### src/rtl/proc_sequencer.sv
// proc_sequencer: instruction store and issue sequencer for simple8BitProcessor, capturing
// dataOut after each store. Define PROC_SEQ_LOOP_EN to let loop_mode repeat the program.
module proc_sequencer #(
    parameter int unsigned DEPTH = 16,
    parameter int unsigned AW    = 4
) (
    input  logic          clock,
    input  logic          reset,
    input  logic          prog_we,
    input  logic [AW-1:0] prog_addr,
    input  logic [16:0]   prog_data,
    input  logic          start,
    input  logic [AW-1:0] last_addr,
    input  logic          abort,
    input  logic          loop_mode,
    output logic [8:0]    proc_func,
    output logic [7:0]    proc_data,
    input  logic [7:0]    proc_dout,
    output logic          busy,
    output logic          done,
    output logic [7:0]    result,
    output logic          result_valid
);

    localparam int unsigned FW = 9;
    localparam int unsigned DW = 8;
    localparam int unsigned EW = FW + DW;

    localparam logic [2:0]    OP_STORE = 3'b111;
    localparam logic [FW-1:0] NOP_FUNC = 9'b001_000_000;

    typedef enum logic [1:0] {
        S_IDLE = 2'd0,
        S_RUN  = 2'd1,
        S_DONE = 2'd2
    } state_t;

    state_t        state_q, state_d;
    logic [AW-1:0] pc_q, pc_d;
    logic [AW-1:0] last_q, last_d;

    logic [EW-1:0] mem [DEPTH];
    logic [EW-1:0] fetch_c;

    logic [FW-1:0] func_d;
    logic [DW-1:0] data_d;
    logic          busy_d;
    logic          done_d;
    logic          store_d;
    logic [1:0]    store_pipe_q;
    logic          wrap_c;

`ifdef PROC_SEQ_LOOP_EN
    assign wrap_c = loop_mode;
`else
    logic unused_loop_mode;
    assign unused_loop_mode = loop_mode;
    assign wrap_c           = 1'b0;
`endif

    // Program store: writable only while idle, never reset.
    always_ff @(posedge clock) begin
        if (prog_we && (state_q == S_IDLE)) begin
            mem[prog_addr] <= prog_data;
        end
    end

    // Entry about to be issued; a same-cycle write in IDLE is forwarded so start sees it.
    always_comb begin
        fetch_c = mem[pc_d];
        if ((state_q == S_IDLE) && prog_we && (prog_addr == pc_d)) begin
            fetch_c = prog_data;
        end
    end

    // State, PC and last-address registers.
    always_ff @(posedge clock or posedge reset) begin
        if (reset) begin
            state_q <= S_IDLE;
            pc_q    <= '0;
            last_q  <= '0;
        end else begin
            state_q <= state_d;
            pc_q    <= pc_d;
            last_q  <= last_d;
        end
    end

    // Next-state logic; pc always names the entry currently presented.
    always_comb begin
        state_d = state_q;
        pc_d    = pc_q;
        last_d  = last_q;
        case (state_q)
            S_IDLE: begin
                if (start) begin
                    state_d = S_RUN;
                    pc_d    = '0;
                    last_d  = last_addr;
                end
            end
            S_RUN: begin
                if (abort) begin
                    state_d = S_IDLE;
                    pc_d    = '0;
                end else if (pc_q == last_q) begin
                    pc_d = '0;
                    if (!wrap_c) begin
                        state_d = S_DONE;
                    end
                end else begin
                    pc_d = pc_q + AW'(1);
                end
            end
            S_DONE: begin
                state_d = S_IDLE;
            end
            default: begin
                state_d = S_IDLE;
                pc_d    = '0;
            end
        endcase
    end

    // Next values of the registered outputs, derived from the next state.
    always_comb begin
        func_d  = NOP_FUNC;
        data_d  = '0;
        busy_d  = 1'b0;
        done_d  = 1'b0;
        store_d = 1'b0;
        if (state_d == S_RUN) begin
            func_d  = fetch_c[FW-1:0];
            data_d  = fetch_c[EW-1:FW];
            busy_d  = 1'b1;
            store_d = (fetch_c[FW-1:FW-3] == OP_STORE);
        end
        if (state_d == S_DONE) begin
            done_d = 1'b1;
        end
    end

    always_ff @(posedge clock or posedge reset) begin
        if (reset) begin
            proc_func <= NOP_FUNC;
            proc_data <= '0;
            busy      <= 1'b0;
            done      <= 1'b0;
        end else begin
            proc_func <= func_d;
            proc_data <= data_d;
            busy      <= busy_d;
            done      <= done_d;
        end
    end

    // Store capture: presented, executed next edge, dataOut sampled the edge after.
    always_ff @(posedge clock or posedge reset) begin
        if (reset) begin
            store_pipe_q <= '0;
            result       <= '0;
            result_valid <= 1'b0;
        end else begin
            store_pipe_q <= {store_pipe_q[0], store_d};
            result_valid <= store_pipe_q[1];
            if (store_pipe_q[1]) begin
                result <= proc_dout;
            end
        end
    end

endmodule

### config.mk
export PLATFORM = sky130hd
export DESIGN_NAME = proc_sequencer
export DESIGN_NICKNAME = d
export VERILOG_FILES = /design/src/rtl/proc_sequencer.sv
export SDC_FILE = /design/constraint.sdc
export NUM_CORES = 1
export LEC_CHECK = 0
export CAP_MARGIN = 15
export CORE_ASPECT_RATIO = 0.5
export CORE_MARGIN = 3
export CORE_UTILIZATION = 45
export DETAILED_ROUTE_END_ITERATION = 8
export HOLD_SLACK_MARGIN = 0.05
export SETUP_SLACK_MARGIN = 0.4
export SYNTH_ARGS = -nofsm -noshare
export SYNTH_HDL_FRONTEND = slang
export SYNTH_SLANG_ARGS = --single-unit
### constraint.sdc
create_clock -name clock -period 3.5 [get_ports clock]
set_clock_uncertainty 0.15 [all_clocks]
set_input_delay 0.35 -clock clock [delete_from_list [all_inputs] [get_ports clock]]
set_output_delay 0.35 -clock clock [all_outputs]
set_load 0.005 [all_outputs]
# Word level (Yosys, flattened, before mapping)
# Memory sizes are Yosys's and may differ from the RTL's.
# Index checks and enable logic that the tools add are counted.
# W data, S select, Z words.
[totals]
ff_bits = 40
ram_bits = 272
in_bits = 39
out_inout_bits = 28
n_memories = 1
[mem_list]
columns = ["memory", "depth", "width", "read_ports", "rd_clocked_by_memory_dff", "write_ports", "line_no", "source"]
rows = [
  ["mem", 16, 17, 1, 0, 1, "42", "logic [EW-1:0] mem [DEPTH];"],
]
[classes]
n_addsub = 1
n_eq_ne = 7
mux = 16
n_reduce_logical = 4
[ops]
columns = ["cell", "count"]
rows = [
  ["$mux W17", 1],
  ["$mux W4", 3],
  ["$pmux W4 S3", 1],
  ["$mux W9", 1],
  ["$eq A4 B4 Y1", 2],
  ["$mux W8", 1],
  ["$mux W2", 3],
  ["$mux W1", 5],
  ["$add A4 B1 Y4 const B", 1],
  ["$eq A2 B1 Y1 const B", 2],
  ["$eq A2 B2 Y1 const B", 2],
  ["$pmux W2 S2", 1],
  ["$eq A3 B3 Y1 const B", 1],
  ["$logic_and A1 B1 Y1", 2],
  ["$logic_not A2 Y1", 1],
  ["$reduce_and A2 Y1", 1],
]

# Longest topological paths before layout
# Gate-level depths: netlist of run 1.
[logic_depth]
word_depth = 9
ltp_mapped = 11
mapped_depth_nobuf = 9

# Worst setup path after synthesis of run 1
# No wires, ideal clock.
[synth_timing]
path_kind = "reg-to-reg"
startpoint = "reg state_q[0]"
endpoint = "mem mem[0][0] (netlist name) (enable)"
setup_ps = 412
arrival_ps = 2178
t_required_ps = 2938
slack_ps = 760
path_stages_with_launch = 5
path_buffers = 0
cell_sequence = "dfrtp_1 > nor2_1 > nand2_1 > or3_1 > nor3_1"
[synth_between]
elab_chain_len = 4
[synth_rtl]
columns = ["element", "line_no", "source"]
rows = [
  ["start: declaration", "38", "state_t state_q, state_d;"],
  ["start signal: assignment", "83", "state_q <= state_d;"],
  ["$logic_not A2 Y1", "63", "if (prog_we && (state_q == S_IDLE)) begin"],
  ["$logic_and A1 B1 Y1", "63", ""],
  ["$mux W1", "63", ""],
  ["$mux W1 (not written as such)", "64", "mem[prog_addr] <= prog_data;"],
  ["end: declaration", "42", ""],
]
# Every way passes these cells.

# Worst setup path after layout of run 1
[layout_timing]
startpoint = "reg pc_q[0]"
endpoint = "reg proc_data[2]"
[layout_between]
elab_chain_len = 8
elab_cells_between_ends = 15
classes_between = "1 x add/sub; 3 x eq/ne; 9 x mux; 1 x reduce/logical; 1 x memory"
[layout_rtl]
columns = ["element", "line_no", "source"]
rows = [
  ["start: declaration", "39", "logic [AW-1:0] pc_q, pc_d;"],
  ["start signal: assignment", "84", "pc_q <= pc_d;"],
  ["branches (longest 7 deep; another with $mem_v2 Z16 W17)", "--", ""],
  ["$mux W8 *", "132", "if (state_d == S_RUN) begin"],
  ["net data_d[2]", "46", "logic [DW-1:0] data_d;"],
  ["end signal: assignment", "151", "proc_data <= data_d;"],
  ["end: declaration", "17", "output logic [7:0] proc_data,"],
]
# Mark *: on every way through the listed nets, which the timed path passes.
# A chain may end at the register's enable or synchronous reset.

==> results of run 1 <==
[synth_stat cells, types with 2 or more instances]
| cell type | instances | area (um^2) |
|---|---|---|
| buf_6 | 7 | 78.8 |
| nor2_1 | 19 | 71.3 |
| a211o_1 | 2 | 17.5 |
| a2111oi_0 | 6 | 52.6 |
| inv_2 | 3 | 11.3 |
| and3_1 | 38 | 238 |
| buf_2 | 34 | 170 |
| nor3_1 | 5 | 25.0 |
| nand2b_1 | 2 | 12.5 |
| and2_1 | 2 | 12.5 |
| clkbuf_1 | 13 | 48.8 |
| dfrtp_1 | 39 | 976 |
| nand2_1 | 240 | 901 |
| a32o_1 | 15 | 150 |
| a311oi_1 | 30 | 263 |
| nand3_1 | 63 | 315 |
| o2111ai_1 | 2 | 17.5 |
| xnor2_2 | 3 | 48.8 |
| buf_1 | 4 | 15.0 |
| a22oi_4 | 2 | 42.5 |
| mux2i_1 | 8 | 80.1 |
| buf_4 | 2 | 15.0 |
| edfxtp_1 | 272 | 8170 |
| xnor2_1 | 6 | 52.6 |
| inv_1 | 4 | 15.0 |
| mux2_2 | 14 | 158 |
| nor3b_1 | 2 | 15.0 |
| a211oi_1 | 7 | 52.6 |
| a311o_1 | 30 | 300 |
[worst min path at each step]
| stage | start | to | depth (start not counted) |
|---|---|---|---|
| finish | reset | busy | 2 |
| global route | store_pipe_q[0] | store_pipe_q[1] | 0 |
| CTS | store_pipe_q[0] | store_pipe_q[1] | 0 |
| detailed placement | store_pipe_q[0] | store_pipe_q[1] | 0 |
| global placement | store_pipe_q[0] | store_pipe_q[1] | 0 |
| floorplan | store_pipe_q[0] | store_pipe_q[1] | 0 |
[critical path: stages (launching register included)]
cell and delay, ns:
dfrtp_2 0.45, or4b_1 0.53, a41o_1 0.26, and2_4 0.21
buf_16 0.18, buf_12 0.21, buf_4 0.13, nand2_1 0.05
nand3_1 0.10, a311o_1 0.33, a32o_1 0.26
[state kept, by name, indices dropped and copies added (netlist names)]
register,cells
mem,272
result_valid,1
store_pipe_q,2
result,8
proc_func,9
proc_data,8
busy,1
state_q,2
done,1
last_q,4
pc_q,4
[power by group]
group / switching [mW] / total, mW / internal (mW) / leakage [nW]
combinational: 1.79 / 3.19 / 1.40 / 1.92
sequential: 0.143 / 4.43 / 4.29 / 2.96
clock: 1.36 / 3.03 / 1.67 / 0.437
total: 3.30 / 10.7 / 7.36 / 5.31
[what timing repair did]
| item | CTS | global route |
|---|---|---|
| hold endpoints to repair | 0 | 0 |
| gates resized for setup | 5 | 27 |
| gates cloned | 0 | 3 |
| buffers inserted | 0 | 2 |
| pin swaps | 0 | 8 |
| setup endpoints to repair | 12 | 16 |
[cells in the final DEF, fill, tap and decap left out, drive strengths merged, types with 6 or more instances in the layout]
cell           count
nor2              19
clkinv            15
a2111oi            6
nand2            240
and3              38
dfrtp             39
a211oi             8
edfxtp           272
mux2i              8
a311oi            30
buf               46
mux2              14
inv                7
a32o              15
xnor2              9
clkdlybuf4s50     65
clkbuf            37
nand3             63
a311o             30
[routing by layer]
metal | global-route usage (%) | part of all wire [%]
met1 | 31.1 | 46
met2 | 31.5 | 44
met3 | 3.94 | 8.7
met4 | 4.61 | 1.8
met5 | 0 | 0
[stage by stage]
stage / instance area, um^2 / setup slack, ns
2_1_floorplan: 12500 / 0.760
3_5_place_dp: 13800 / 0.0126
3_3_place_gp: 13800 / 0.0676
5_1_grt: 14900 / 0.373
4_1_cts: 14700 / 0.392
6_report: 14900 / 0.469
[kinds of logic after synthesis]
group	after synthesis	synth area share, %
AND/OR/NAND/NOR	382	13.4
flip-flops	312	73.1
AO/OA/AOI/OAI	101	7.80
buffers and inverters	68	2.86
multiplexers	22	1.90
XOR/XNOR	9	0.808
adder cells (fa/ha/maj)	1	0.0997
[area by class of cell]
cell class / count / area, um^2 / share of cell area, %
tap: 374 / 468 / 3.13
clock buffer: 34 / 744 / 4.98
clock inverter: 18 / 148 / 0.988
multi-input combinational: 515 / 3150 / 21.1
sequential: 312 / 9170 / 61.4
inverter: 7 / 38.8 / 0.260
timing repair buffer: 114 / 1220 / 8.15
==> flow_metrics.env, run 1 <==
export IMPL_outcome="finished, final reports clean"
export IMPL_ys_types=50
export IMPL_drt_pass1_iterations=5
export IMPL_synth_area_um2=12500
export IMPL_synth_flop_cell="edfxtp_1"
export IMPL_dp_cells=1317
export IMPL_hold_buffers=0
export IMPL_grt_pass1_wl_mm=46.7
export IMPL_fin_crit_sh_pct=86.6
export IMPL_avgSynthCellArea_um2=14.0
export IMPL_cts_buffers=29
export IMPL_crit_type="reg2reg"
export IMPL_dieWidth_um=242
export IMPL_drive_above_1_share_pct=15.1
export IMPL_setup_violations=0
export IMPL_critPathLaunch="pc_q[0]"
export IMPL_io_pins=67
export IMPL_dr_first_iter_drc_count=859
export IMPL_ys_ff_latch=312
export IMPL_fmax_ghz=0.330
export IMPL_synth_yosys_seq_area_share_pct=73.1
export IMPL_reg2reg_from="pc_q[0]"
export IMPL_die_area_um2=30000
export IMPL_async_reset_ff_share_pct=12.8
export IMPL_routed_wirelength_mm=32.3
export IMPL_worst_ep_arrival_time_ns=3.34
export IMPL_period_needed_ns=3.03
export IMPL_port_buffer_count=65
export IMPL_start_kind="flop"
export IMPL_r2r_cells=10
export IMPL_hold_viol_final=0
export IMPL_h_tree_depth=1
export IMPL_tritoncts="built"
export IMPL_cts_sinks=312
export IMPL_drcViolationCount=0
export IMPL_endpoint_kind="flop"
export IMPL_grt_antenna_before_repair=0
export IMPL_cp_required_ns=3.81
export IMPL_yosysWarnings=0
export IMPL_r2r_end="proc_data[2]"
export IMPL_syn_nets=935
export IMPL_report_final_slew_viol_count=0
export IMPL_grt_max_degree=105
export IMPL_layoutNonFillerInstCount=1374
export IMPL_p_total_mw=10.7
export IMPL_num_rows=42
export IMPL_initial_core_util_pct=46.6
export IMPL_layout_nets=1019
export IMPL_gr_total_overflow=0
export IMPL_path_max_fanout=52
export IMPL_fin_setup_tns_ns=0
export IMPL_maxCapViolCount=0
export IMPL_cts_root_buffer="clkbuf_16"
export IMPL_path_clk_slew_ns=0.06
export IMPL_p_per_area_nw_per_um2=713
export IMPL_worstMarginPinSlew_ns=0.994
export IMPL_clk_latency_ns=0.57
export IMPL_dp_hpwl_mm=17.5
export IMPL_hold_ws_ns=0.194
export IMPL_synth_edf_count=272
export IMPL_areaGrowthSynthToFinish_pct=19.1
export IMPL_gp_congestion=0.753
export IMPL_grt_pass1_vias=7578
export IMPL_track_usage_pct=20.7
export IMPL_clockBufferDepth=3
export IMPL_avgViaCountPerCell=5.83
export IMPL_ir_drop_uv=409
export IMPL_num_vias=8005
export IMPL_max_slew_margin_pct=33.6
export IMPL_crit_end="proc_data[2]"
export IMPL_finish_utilization_pct=55.5
export IMPL_ant_nets=0
export IMPL_n_antenna_cell=0
export IMPL_rsz0062_at_grt="true"
export IMPL_detail_route_wl_per_cell_um=23.5
export IMPL_synth_cells=895
export IMPL_core_area_um2=26900
export IMPL_hp_class="in2async"
export IMPL_fp_dieH_um=124
export IMPL_fillers=2172
export IMPL_cellLeakagePower_nw=5.31
export IMPL_rrSetupSlack_ns=0.47
No activity file was read; power rests on OpenSTA's default activity.
==> run 2, diff against run 1 <==
GPL_ROUTABILITY_DRIVEN = 0   (was unset)
PLACE_DENSITY_LB_ADDON = 0.3   (was unset)
==> run 2 against run 1 <==
Against the previous run:
- via count fell by 1.7%
- sequential share of layout area rose by 0.14 points
- non-clock buffer count rose by 11
- fmax rose by 0.52%
- critical path depth rose by 1
- routed wire length fell by 6.6%
- cell count rose by 0.58%
- global-route usage fell by 0.88 points
- critical path type unchanged
- critical endpoint is now store_pipe_q[0]
- largest power group unchanged
==> flow_metrics.env, run 2 (synthesis results as in run 1) <==
export IMPL_cts_buffers=28
export IMPL_fillers=2130
export IMPL_drive_above_1_share_pct=14.8
export IMPL_n_antenna_cell=0
export IMPL_largestRegisters="mem x272, proc_func x9"
export IMPL_num_rows=42
export IMPL_crit_type="reg2reg"
export IMPL_path_max_fanout=17
export IMPL_final_cell_mix="edfxtp_1, nand2_1, clkdlybuf4s50_1"
export IMPL_seq_area_um2=9170
export IMPL_fp_dieH_um=124
export IMPL_ant_nets=0
export IMPL_endpoint_kind="flop"
export IMPL_drcViolationCount=0
export IMPL_worstMarginPinSlew_ns=1.00
export IMPL_final_common_cell="edfxtp_1"
export IMPL_routed_wirelength_mm=30.2
export IMPL_start_kind="flop"
export IMPL_gr_total_overflow=0
export IMPL_clk_latency_ns=0.55
export IMPL_p_per_area_nw_per_um2=700
export IMPL_dieWidth_um=242
export IMPL_hold_viol_final=0
export IMPL_areaGrowthSynthToFinish_pct=18.8
export IMPL_rsz0062_at_grt="false"
export IMPL_hp_class="in2async"
export IMPL_port_buffer_count=65
export IMPL_ir_drop_uv=572
export IMPL_final_area_um2=14900
export IMPL_dp_hpwl_mm=17.5
export IMPL_grt_pass1_wl_mm=45.6
export IMPL_cts_root_buffer="clkbuf_16"
export IMPL_grt_pass1_vias=7703
export IMPL_report_final_slew_viol_count=0
export IMPL_hold_buffers=0
export IMPL_drt_pass1_iterations=5
export IMPL_cp_required_ns=3.80
export IMPL_num_vias=7868
export IMPL_cellLeakagePower_nw=5.32
export IMPL_dr_first_iter_drc_count=910
export IMPL_track_usage_pct=19.8
export IMPL_layout_nets=1029
export IMPL_setup_violations=0
export IMPL_outcome="finished, final reports clean"
export IMPL_fin_ws_ns=0.484
export IMPL_fmax_ghz=0.332
export IMPL_h_tree_depth=1
export IMPL_grt_antenna_before_repair=0
export IMPL_period_needed_ns=3.02
export IMPL_fin_setup_tns_ns=0
export IMPL_post_place_ws_ns=0.136
export IMPL_grt_max_degree=119
export IMPL_detail_route_wl_per_cell_um=21.9
export IMPL_place_area_um2=13900
export IMPL_clockBufferDepth=3
export IMPL_tritoncts="built"
export IMPL_top_register="mem"
export IMPL_initial_core_util_pct=46.6
export IMPL_dp_cells=1326
export IMPL_io_pins=67
export IMPL_worst_ep_arrival_time_ns=3.32
export IMPL_die_area_um2=30000
export IMPL_core_area_um2=26900
export IMPL_path_clk_slew_ns=0.07
export IMPL_multi_input_area_um2=3100
export IMPL_layoutNonFillerInstCount=1382
export IMPL_cts_sinks=312
export IMPL_maxCapViolCount=0
export IMPL_max_slew_margin_pct=33.3
export IMPL_largest_reg_flops=272
export IMPL_avgViaCountPerCell=5.69
export IMPL_fin_crit_sh_pct=86.2
==> run 2: routing by layer <==
| metal | vias to the layer above | GRT usage [%] | part of all wire, % | wire length (um) |
|---|---|---|---|---|
| li1 | 3552 | - | - | - |
| met1 | 3942 | 28.9 | 45 | 13500 |
| met2 | 322 | 31.6 | 46 | 13900 |
| met3 | 52 | 3.25 | 7.6 | 2290 |
| met4 | 0 | 4.65 | 2.0 | 612 |
| met5 | - | 0 | 0 | 0 |
==> run 2: timing repair <==
| item | 4_1_cts | 5_1_grt |
|---|---|---|
| setup endpoints to repair | 0 | 6 |
| gates resized for setup | 0 | 13 |
| buffers inserted | 0 | 6 |
==> run 2: stage by stage <==
stage | hold WS, ns | utilization, % | power, mW
2_1_floorplan | 0.181 | - | 6.36
3_3_place_gp | 0.189 | 51.7 | 7.33
3_5_place_dp | 0.200 | 51.7 | 7.39
4_1_cts | 0.214 | 54.9 | 10.3
5_1_grt | 0.238 | 55.4 | 11.0
6_report | 0.203 | 55.4 | 10.4
==> run 2: layout make-up <==
class,instances,area share (%)
flip-flops and latches,312,61.6
clock buffers,44,5.31
inverters,7,0.260
multi-input cells,515,20.8
well taps,374,3.14
repair buffers,125,8.42
clock inverters,5,0.512
==> run 2: worst paths after layout <==
kind | end | depth (start not counted) | slack, ns | from
hold / removal | result_valid | 2 | 0.20 | reset
min in group clock | store_pipe_q[1] | 0 | 0.21 | store_pipe_q[0]
setup / recovery | store_pipe_q[0] | 11 | 0.48 | pc_q[0]
setup reg to reg | store_pipe_q[0] | 11 | 0.48 | pc_q[0]
max in group asynchronous | pc_q[0] | 2 | 2.32 | reset
hold reg to reg | store_pipe_q[1] | 0 | 0.21 | store_pipe_q[0]
==> run 2: power breakdown <==
part           internal [mW]  switching [mW]
logic                   1.38            1.71
clock network           1.63            1.29
registers               4.28           0.136
total                   7.29            3.14
==> run 2: worst max-delay path: stages (launching register included) <==
cell	delay (ns)
dfrtp_2	0.46
or4b_1	0.52
a41o_1	0.24
and2_4	0.21
clkinv_8	0.09
buf_12	0.16
buf_12	0.16
nand2_1	0.06
a311oi_1	0.26
a311o_1	0.16
a32o_2	0.23
nor3b_1	0.20
==> run 3, diff against run 2 <==
PLACE_DENSITY_LB_ADDON = unset   (was 0.3)
REMOVE_ABC_BUFFERS = 1   (was unset)
==> run 3 against run 2 <==
Against the previous run:
- sequential share of layout area about the same
- non-clock buffer count grew 5
- cell count grew 0.58%
- critical endpoint is now proc_data[0]
- routed wire length up 2.5%
- sequential power is essentially flat
- clock power shrank 3%
- final area about the same
- die area stayed put
- global-route usage rose by 0.56 points
==> flow_metrics.env, run 3 (synthesis results as in run 1) <==
export IMPL_max_slew_margin_pct=52.0
export IMPL_port_buffer_count=65
export IMPL_final_cell_mix="edfxtp_1, nand2_1, clkdlybuf4s50_1"
export IMPL_h_tree_depth=1
export IMPL_largest_reg_flops=272
export IMPL_hp_class="reg2reg"
export IMPL_p_per_area_nw_per_um2=693
export IMPL_layout_nets=1034
export IMPL_clockBufferDepth=3
export IMPL_fin_setup_tns_ns=0
export IMPL_n_antenna_cell=0
export IMPL_drcViolationCount=0
export IMPL_initial_core_util_pct=46.6
export IMPL_crit_end="proc_data[0]"
export IMPL_start_kind="flop"
export IMPL_cts_sinks=312
export IMPL_cts_root_buffer="clkbuf_16"
export IMPL_areaGrowthSynthToFinish_pct=18.8
export IMPL_grt_pass1_wl_mm=45.9
export IMPL_dr_first_iter_drc_count=1043
export IMPL_path_max_fanout=14
export IMPL_cp_required_ns=3.86
export IMPL_clk_latency_ns=0.57
export IMPL_endpoint_kind="flop"
export IMPL_final_common_cell="edfxtp_1"
export IMPL_path_clk_slew_ns=0.07
export IMPL_cts_buffers=28
export IMPL_fin_crit_sh_pct=87.2
export IMPL_worst_ep_arrival_time_ns=3.41
export IMPL_critPathLaunch="pc_q[0]"
export IMPL_fin_ws_ns=0.446
export IMPL_maxCapViolCount=0
export IMPL_drt_pass1_iterations=5
export IMPL_period_needed_ns=3.05
export IMPL_drive_above_1_share_pct=15.2
export IMPL_cellLeakagePower_nw=5.34
export IMPL_top_register="mem"
export IMPL_outcome="finished, final reports clean"
export IMPL_worstMarginPinSlew_ns=0.720
export IMPL_avgViaCountPerCell=5.66
export IMPL_num_rows=42
export IMPL_dp_hpwl_mm=17.8
export IMPL_report_final_slew_viol_count=0
export IMPL_layoutNonFillerInstCount=1390
export IMPL_reg2reg_from="pc_q[0]"
export IMPL_tritoncts="built"
export IMPL_fmax_ghz=0.327
export IMPL_rrSetupSlack_ns=0.45
export IMPL_detail_route_wl_per_cell_um=22.3
export IMPL_cts_setup_buffers=0
export IMPL_r2r_cells=10
export IMPL_gr_total_overflow=0
export IMPL_grt_antenna_before_repair=0
export IMPL_crit_type="reg2reg"
export IMPL_rsz0062_at_grt="true"
export IMPL_die_area_um2=30000
export IMPL_track_usage_pct=20.4
export IMPL_post_place_ws_ns=0.117
export IMPL_hold_viol_final=0
export IMPL_ant_nets=0
export IMPL_hold_ws_ns=0.200
export IMPL_core_area_um2=26900
export IMPL_fp_dieH_um=124
export IMPL_ir_drop_uv=442
export IMPL_routed_wirelength_mm=31.0
export IMPL_r2r_end="proc_data[0]"
export IMPL_grt_max_degree=63
export IMPL_dp_cells=1334
export IMPL_dieWidth_um=242
export IMPL_io_pins=67
export IMPL_largestRegisters="mem x272, proc_func x9"
export IMPL_setup_violations=0
export IMPL_num_vias=7869
export IMPL_grt_pass1_vias=7380
## run 3: cell types whose count changed in the layout (fill, tap and decap cells not counted), moves of 2 or more
| cell | previous run | this run |
|---|---|---|
| clkbuf_8 | 3 | 0 |
| clkinv_1 | 1 | 9 |
| buf_4 | 48 | 50 |
| clkbuf_1 | 13 | 5 |
| clkinv_2 | 1 | 8 |
## run 3: through the flow
step / util (%) / area (um^2) / total power [mW]
4_1_cts: 54.9 / 14800 / 10.2
5_1_grt: 55.4 / 14900 / 10.8
3_5_place_dp: 51.8 / 13900 / 7.41
3_3_place_gp: 51.8 / 13900 / 7.37
2_1_floorplan: - / 12200 / 6.14
6_report: 55.4 / 14900 / 10.3
## run 3: worst max-delay path, stage by stage, from the launching register on
cell	delay (ns)
dfrtp_2	0.45
or4b_1	0.52
a41o_1	0.25
and2_4	0.18
buf_4	0.20
xnor2_1	0.19
nor3_2	0.07
buf_4	0.14
a31oi_2	0.26
buf_4	0.35
a32o_1	0.23
## run 3: worst min path at each step
| stage | slack, ns | startpoint | cells after the start | to |
|---|---|---|---|---|
| after floorplan | 0.18 | store_pipe_q[0] | 0 | store_pipe_q[1] |
| after global placement | 0.19 | store_pipe_q[0] | 0 | store_pipe_q[1] |
| after detailed placement | 0.19 | store_pipe_q[0] | 0 | store_pipe_q[1] |
| after CTS | 0.20 | store_pipe_q[0] | 0 | store_pipe_q[1] |
| after global routing | 0.21 | store_pipe_q[0] | 0 | store_pipe_q[1] |
| final | 0.20 | store_pipe_q[0] | 0 | store_pipe_q[1] |
## run 3: what timing repair did
| action | in CTS | in global routing |
|---|---|---|
| endpoints found under the hold margin | 0 | 8 |
| pin swaps | 0 | 1 |
| resized for setup | 1 | 10 |
| hold buffers | 0 | 1 |
| setup endpoints to repair | 2 | 17 |
| cloned | 0 | 2 |
## run 3: power breakdown
group          switching [mW]  internal (mW)  total, mW  leakage [nW]
Combinational            1.72           1.37       3.09          1.97
Sequential              0.121           4.28       4.40          2.96
Clock                    1.37           1.48       2.84         0.412
Total                    3.20           7.13       10.3          5.34
## run 3: metal layers
| metal | GRT usage [%] | wire length, um | vias up |
|---|---|---|---|
| li1 | - | - | 3566 |
| met1 | 30.6 | 14400 | 3963 |
| met2 | 31.2 | 13600 | 291 |
| met3 | 3.66 | 2380 | 49 |
| met4 | 4.54 | 589 | 0 |
| met5 | 0 | 0 | - |
## run 3: layout make-up
type                       count  area (um^2)
clock buffer                  33          719
clock inverter                19          113
fill                        2188        12000
inverter                       7         31.3
multi-input combinational    515         3090
sequential                   312         9170
tap                          374          468
timing repair buffer         130         1310
